File: src/rtl/led_display_bcm_driver.sv
// Shift-register LED panel driver with binary-coded modulation over COLOUR_DEPTH bit planes.
// Optional global dimming enabled by defining LED_DISPLAY_BRIGHTNESS_EN (adds brightness_in).
module led_display_bcm_driver #(
   parameter int unsigned NUM_ROW_PIXELS = 32,
   parameter int unsigned NUM_COL_PIXELS = 64,
   parameter int unsigned COLOUR_DEPTH   = 8,
   parameter int unsigned BCLK_DIV       = 2,
   parameter int unsigned BASE_ON_CYCLES = 64,
   localparam int unsigned RA = ($clog2(NUM_ROW_PIXELS / 2) > 0) ? $clog2(NUM_ROW_PIXELS / 2) : 1,
   localparam int unsigned CA = ($clog2(NUM_COL_PIXELS) > 0) ? $clog2(NUM_COL_PIXELS) : 1
) (
   input  logic                      clk_in,
   input  logic                      n_reset_in,
   input  logic                      enable_in,
`ifdef LED_DISPLAY_BRIGHTNESS_EN
   input  logic [7:0]                brightness_in,
`endif
   output logic [RA+CA-1:0]          rd_addr_out,
   input  logic [6*COLOUR_DEPTH-1:0] rd_data_in,
   output logic [2:0]                rgb_top_out,
   output logic [2:0]                rgb_bot_out,
   output logic                      bclk_out,
   output logic                      latch_out,
   output logic                      oe_n_out,
   output logic [RA-1:0]             row_addr_out,
   output logic                      frame_done_out
);
   localparam int unsigned CD        = COLOUR_DEPTH;
   localparam int unsigned PW        = ($clog2(CD) > 0) ? $clog2(CD) : 1;
   localparam int unsigned DW        = ($clog2(BCLK_DIV) > 0) ? $clog2(BCLK_DIV) : 1;
   localparam int unsigned CW        = RA + CA + CD + $clog2(BASE_ON_CYCLES);
   localparam int unsigned SCAN_ROWS = NUM_ROW_PIXELS / 2;

   typedef enum logic [1:0] {S_IDLE, S_SHIFT, S_LATCH, S_DISPLAY} state_e;
   typedef enum logic [1:0] {PH_WAIT, PH_CAP, PH_LOW, PH_HIGH} phase_e;

   state_e            state_q, state_d;
   phase_e            ph_q, ph_d;
   logic [DW-1:0]     div_q, div_d;
   logic [CA-1:0]     col_q, col_d;
   logic [RA-1:0]     row_q, row_d;
   logic [PW-1:0]     plane_q, plane_d;
   logic [CW-1:0]     disp_q, disp_d;
   logic [RA+CA-1:0]  rd_addr_q, rd_addr_d;
   logic [2:0]        rgb_top_q, rgb_top_d, rgb_bot_q, rgb_bot_d;
   logic              bclk_q, bclk_d, latch_q, latch_d, oe_n_q, oe_n_d, frame_q, frame_d;
   logic [RA-1:0]     row_addr_q, row_addr_d;

   logic [CD-1:0]     rt_c, gt_c, bt_c, rb_c, gb_c, bb_c;
   logic [CW-1:0]     dur_c, on_c, on_entry_c;
   logic [RA-1:0]     row_nx_c;
   logic [PW-1:0]     plane_nx_c;
   logic              last_div_c, last_col_c, last_plane_c, last_row_c, frame_last_c;

   assign rt_c = rd_data_in[6*CD-1 -: CD];
   assign gt_c = rd_data_in[5*CD-1 -: CD];
   assign bt_c = rd_data_in[4*CD-1 -: CD];
   assign rb_c = rd_data_in[3*CD-1 -: CD];
   assign gb_c = rd_data_in[2*CD-1 -: CD];
   assign bb_c = rd_data_in[CD-1:0];

   assign dur_c        = CW'(BASE_ON_CYCLES) << plane_q;
   assign last_div_c   = (div_q == DW'(BCLK_DIV - 1));
   assign last_col_c   = (col_q == CA'(NUM_COL_PIXELS - 1));
   assign last_plane_c = (plane_q == PW'(CD - 1));
   assign last_row_c   = (row_q == RA'(SCAN_ROWS - 1));
   assign frame_last_c = last_plane_c && last_row_c;

`ifdef LED_DISPLAY_BRIGHTNESS_EN
   localparam int unsigned PRW = CW + 9;
   logic [CW-1:0]  on_q, on_d;
   logic [PRW-1:0] prod_c;

   // Lit portion of the plane scales with brightness+1 over 256.
   assign prod_c     = PRW'(dur_c) * PRW'({1'b0, brightness_in} + 9'd1);
   assign on_entry_c = CW'(prod_c >> 8);
   assign on_c       = on_q;
`else
   assign on_entry_c = dur_c;
   assign on_c       = dur_c;
`endif

   // Plane/row position after the current plane's DISPLAY completes.
   always_comb begin
      plane_nx_c = plane_q + PW'(1);
      row_nx_c   = row_q;
      if (last_plane_c) begin
         plane_nx_c = '0;
         row_nx_c   = last_row_c ? '0 : row_q + RA'(1);
      end
   end

   always_comb begin
      state_d    = state_q;
      ph_d       = ph_q;
      div_d      = div_q;
      col_d      = col_q;
      row_d      = row_q;
      plane_d    = plane_q;
      disp_d     = disp_q;
      rd_addr_d  = rd_addr_q;
      rgb_top_d  = rgb_top_q;
      rgb_bot_d  = rgb_bot_q;
      bclk_d     = bclk_q;
      latch_d    = latch_q;
      oe_n_d     = oe_n_q;
      row_addr_d = row_addr_q;
      frame_d    = 1'b0;
`ifdef LED_DISPLAY_BRIGHTNESS_EN
      on_d       = on_q;
`endif
      case (state_q)
         S_IDLE: begin
            oe_n_d  = 1'b1;
            bclk_d  = 1'b0;
            latch_d = 1'b0;
            if (enable_in) begin
               state_d   = S_SHIFT;
               ph_d      = PH_WAIT;
               div_d     = '0;
               col_d     = '0;
               row_d     = '0;
               plane_d   = '0;
               rd_addr_d = '0;
            end
         end
         S_SHIFT: begin
            // Address is presented in WAIT; the frame buffer answers during CAP.
            case (ph_q)
               PH_WAIT: ph_d = PH_CAP;
               PH_CAP: begin
                  rgb_top_d = {bt_c[plane_q], gt_c[plane_q], rt_c[plane_q]};
                  rgb_bot_d = {bb_c[plane_q], gb_c[plane_q], rb_c[plane_q]};
                  ph_d      = PH_LOW;
                  div_d     = '0;
               end
               PH_LOW: begin
                  if (last_div_c) begin
                     bclk_d = 1'b1;
                     ph_d   = PH_HIGH;
                     div_d  = '0;
                  end else begin
                     div_d = div_q + DW'(1);
                  end
               end
               default: begin
                  if (last_div_c) begin
                     bclk_d = 1'b0;
                     div_d  = '0;
                     if (last_col_c) begin
                        state_d    = S_LATCH;
                        latch_d    = 1'b1;
                        row_addr_d = row_q;
                        col_d      = '0;
                     end else begin
                        col_d     = col_q + CA'(1);
                        rd_addr_d = {row_q, col_q + CA'(1)};
                        ph_d      = PH_WAIT;
                     end
                  end else begin
                     div_d = div_q + DW'(1);
                  end
               end
            endcase
         end
         S_LATCH: begin
            if (last_div_c) begin
               state_d = S_DISPLAY;
               latch_d = 1'b0;
               div_d   = '0;
               disp_d  = '0;
               oe_n_d  = (on_entry_c == '0);
               frame_d = frame_last_c && (dur_c == CW'(1));
`ifdef LED_DISPLAY_BRIGHTNESS_EN
               on_d    = on_entry_c;
`endif
            end else begin
               div_d = div_q + DW'(1);
            end
         end
         default: begin
            if (disp_q == dur_c - CW'(1)) begin
               oe_n_d  = 1'b1;
               disp_d  = '0;
               plane_d = plane_nx_c;
               row_d   = row_nx_c;
               // Enable is only honoured at a plane boundary.
               if (enable_in) begin
                  state_d   = S_SHIFT;
                  ph_d      = PH_WAIT;
                  col_d     = '0;
                  rd_addr_d = {row_nx_c, CA'(0)};
               end else begin
                  state_d   = S_IDLE;
                  row_d     = '0;
                  plane_d   = '0;
                  rd_addr_d = '0;
               end
            end else begin
               disp_d  = disp_q + CW'(1);
               oe_n_d  = !((disp_q + CW'(1)) < on_c);
               frame_d = frame_last_c && (({1'b0, disp_q} + (CW+1)'(2)) == {1'b0, dur_c});
            end
         end
      endcase
   end

   always_ff @(posedge clk_in or negedge n_reset_in) begin
      if (!n_reset_in) begin
         state_q    <= S_IDLE;
         ph_q       <= PH_WAIT;
         div_q      <= '0;
         col_q      <= '0;
         row_q      <= '0;
         plane_q    <= '0;
         disp_q     <= '0;
         rd_addr_q  <= '0;
         rgb_top_q  <= '0;
         rgb_bot_q  <= '0;
         bclk_q     <= 1'b0;
         latch_q    <= 1'b0;
         oe_n_q     <= 1'b1;
         row_addr_q <= '0;
         frame_q    <= 1'b0;
`ifdef LED_DISPLAY_BRIGHTNESS_EN
         on_q       <= '0;
`endif
      end else begin
         state_q    <= state_d;
         ph_q       <= ph_d;
         div_q      <= div_d;
         col_q      <= col_d;
         row_q      <= row_d;
         plane_q    <= plane_d;
         disp_q     <= disp_d;
         rd_addr_q  <= rd_addr_d;
         rgb_top_q  <= rgb_top_d;
         rgb_bot_q  <= rgb_bot_d;
         bclk_q     <= bclk_d;
         latch_q    <= latch_d;
         oe_n_q     <= oe_n_d;
         row_addr_q <= row_addr_d;
         frame_q    <= frame_d;
`ifdef LED_DISPLAY_BRIGHTNESS_EN
         on_q       <= on_d;
`endif
      end
   end

   assign rd_addr_out    = rd_addr_q;
   assign rgb_top_out    = rgb_top_q;
   assign rgb_bot_out    = rgb_bot_q;
   assign bclk_out       = bclk_q;
   assign latch_out      = latch_q;
   assign oe_n_out       = oe_n_q;
   assign row_addr_out   = row_addr_q;
   assign frame_done_out = frame_q;

endmodule

File: config.mk
export PLATFORM = sky130hd
export DESIGN_NAME = led_display_bcm_driver
export DESIGN_NICKNAME = d
export VERILOG_FILES = /design/src/rtl/led_display_bcm_driver.sv
export SDC_FILE = /design/constraint.sdc
export NUM_CORES = 1
export LEC_CHECK = 0
export CORE_ASPECT_RATIO = 0.6
export CORE_MARGIN = 2
export CORE_UTILIZATION = 30
export DETAILED_ROUTE_END_ITERATION = 7
export GPL_ROUTABILITY_DRIVEN = 0
export HOLD_SLACK_MARGIN = 0.06
export SYNTH_ARGS = -nofsm -noshare
export SYNTH_HDL_FRONTEND = slang
export SYNTH_SLANG_ARGS = --single-unit
File: constraint.sdc
create_clock -name clk_in -period 3.7 [get_ports clk_in]
set_input_delay 0.37 -clock clk_in [delete_from_list [all_inputs] [get_ports clk_in]]
set_output_delay 0.37 -clock clk_in [all_outputs]
set_load 0.02 [all_outputs]
==> metrics <==
minimum clock period after layout=3460 ps; core area=~0.017 mm²; Die ar.=0.0189 mm²; Post-Synth XOR/XNOR Area=5.74%; setup_tns=0 ps; insertion delay to the later sink of the worst-skew pair=340 ps; worst-path fanout max=9; largest family of logic cells by synthesized area=simple AND/OR/NAND/NOR gates; Post-Synthesis Cells=623; post-detailed-route wirelength per cell=17.5 µm; dominant cell type by area after synthesis=dfrtp_1; Worst-Margin Slew=approximately 900 ps; Final Util=38.8%; clk buf depth=2; Worst EP arrival=3750 ps; Worst setup EP type=flop; CTS tree=yes; Net Sw Frac=a little over a fifth; largest net degree at the start of global routing=67; top cells by count, synth=nand2_1 (66), dfrtp_1 (65), nor2_1 (45); Syn Area/Cell=8.58 µm²; I/O Pins=75; portion of netlist area occupied by mux cells=8.05%; unrepaired setup endpoints after global routing=false; Syn Std Cell Area=~0.0053 mm²; DP HPWL=12200 µm; clock power share=55.4%; Final Cycle Share=93.6%; endpoints failing hold=0; VDD IR max=between 200 and 250 µV; total iterations of the first detailed-routing run=5; EDFF count, synth=0; worst min path class=in2async; Synth Area in Adders=roughly 6.8%; Pwr Density=276 mW/mm²; vias in the first global route=4577; Reg power frac=39.3%; global-route wire length before repair=roughly 26000 µm; vias per cell=5.44; nets=between 700 and 800; Worst-path clk slew=60 ps; Synth Register Bits=between 60 and 70; Pwr Total=between 0.0015 and 0.002 W; clock sink total=66; Startpoint Class=flop; Die X=176 µm; Slew Limit Fails=0; syn nets=703; Sw Pwr=roughly 0.0004 W; vias=5014; Die Ht=107 µm; Slew headroom=between 40 and 50%; Synth Flop Type=dfrtp_1; Clock Skews=6.82 ps; complex-gate fraction of the synthesized area=about a fifth; Antenna Diode Count=0; Max Cap Viol=0; H-tree lvl count=3; post-route DRC violation count=0; initial antenna violation count=0; Setup Viol. Count Final=0; total gr overflow=0; main area contributors after synthesis=dfrtp_1 (30%), ha_1 (6.8%), mux4_2 (5.1%); post-synth top area share=between 30% and 40%; simple-gate share of the synthesized area=24.3%; Syn. warnings=0; final wirelength=16100 µm; final instance area=0.00669 mm²; share of post-route cells with drive strength above 1=12.1%; Layout area overhead=25.2%; run status=complete, no violations; port bufs=74; cell row count=37; fmax=roughly 290 MHz; Pleak=2.74 nW; register area share after synthesis=30.9%; CTS root buffer=clkbuf_16; Total GRT Usage=17.6%; most frequent cell after synthesis=nand2_1; fraction of registers with async set/reset=between 90% and 100%; placed instance area=0.00634 mm²; Crit Path Class=reg2reg; Num CTS Buffers=9; post-route ant nets=0; P_int=0.00145 W; Yosys cell types=69; Initial Util=31.0%; Worst Path Required=3980 ps; Logic pwr share=around 5.3%; drt initial violations=around 530
power groups by stage:
stage | sequential, W | combinational [W] | clock, W
6_report | 0.000727 | 0.0000976 | 0.00102
5_1_grt | 0.000727 | 0.000107 | 0.00108
4_1_cts | 0.000727 | 0.000100 | 0.00104
3_5_place_dp | 0.000740 | 0.000100 | 0
3_3_place_gp | 0.000740 | 0.0000994 | 0
2_1_floorplan | 0.000744 | 0.0000160 | 0
layout by cell type (no fill, tap or decap), types with 4 or more instances in the layout:
cell and n:
a21o_1 8, a21oi_1 34, a22o_1 11, a31o_2 4
a31oi_1 10, and2_1 6, and3_1 7, buf_4 23
clkbuf_16 9, clkdlybuf4s50_1 73, dfrtp_1 65, ha_1 29
inv_1 21, mux2_2 8, mux2i_1 4, mux4_2 12
nand2_1 65, nand2b_1 10, nand3_1 18, nand3b_1 5
nand4_1 19, nor2_1 45, nor2b_1 7, nor3_1 21
nor3b_1 6, nor4_1 8, o211ai_1 5, o21ai_0 24
o22ai_1 5, o2bb2ai_1 5, o31ai_1 4, or2_2 8
or3_1 6, xnor2_1 20, xor2_1 15
metrics by stage:
step	std cells	hold slack [ps]	setup slack [ps]
2_1_floorplan	623	74.4	43.8
3_3_place_gp	906	465	340
3_5_place_dp	906	465	179
4_1_cts	922	184	143
5_1_grt	922	215	15.1
6_report	922	137	235
registers in the layout, summed over array words and instances (netlist names), 2 cells and up:
register and flops:
rgb_top_out 3, plane_q 3, state_q 2, rgb_bot_out 3, ph_q 2, disp_q 24, rd_addr_out 10, row_addr_out 4
row_q 4, col_q 6
logic make-up after synthesis:
logic type	Yosys count
compound gates	147
xor+xnor	35
fa+ha+maj	29
buf+inv	71
flops	66
mux	26
simple gates	249
area by class of cell:
cell class                 count  area, µm²
fill                        1742      10600
multi-input combinational    486       3400
clock inverter                 7        125
tap                          234        293
sequential                    66       1650
clock buffer                   9        225
inverter                      24       90.1
timing repair buffer          96        903
final timing paths:
| check | end | depth (start not counted) | from | slack, ps |
|---|---|---|---|---|
| max in group asynchronous | disp_q[22] | 1 | n_reset_in | 2970 |
| min reg2reg | rd_addr_out[0] | 1 | rd_addr_out[0] | 470 |
| min | rd_addr_out[4] | 1 | n_reset_in | 140 |
| min in group clk_in | rd_addr_out[0] | 1 | rd_addr_out[0] | 470 |
| max | frame_done_out | 12 | plane_q[1] | 240 |
| max reg2reg | frame_done_out | 12 | plane_q[1] | 240 |
repair_timing:
action                                  CTS  global route
hold buffers                              0             0
gates resized for setup                   0             2
endpoints found under the setup margin    0             6
setup buffers                             0             0
per-layer routing:
| layer | vias to the layer above | track usage, % | share of wire, % |
|---|---|---|---|
| li1 | 2404 | - | - |
| met1 | 2366 | 28.1 | 52 |
| met2 | 235 | 22.4 | 37 |
| met3 | 9 | 5.54 | 10 |
| met4 | 0 | 3.07 | 0.58 |
| met5 | - | 0 | 0 |
worst max-delay path: stages (launching register included):
cell and delay, ps:
dfrtp_1 430, inv_1 100, ha_1 360, nand2b_1 190, ha_1 300, xnor2_1 290
nor3b_1 100, a41o_1 220, a221o_1 400, nand4_1 250, nand4_1 150, a2111oi_1 430
buf_4 190
(Power assumes the default switching activity.)
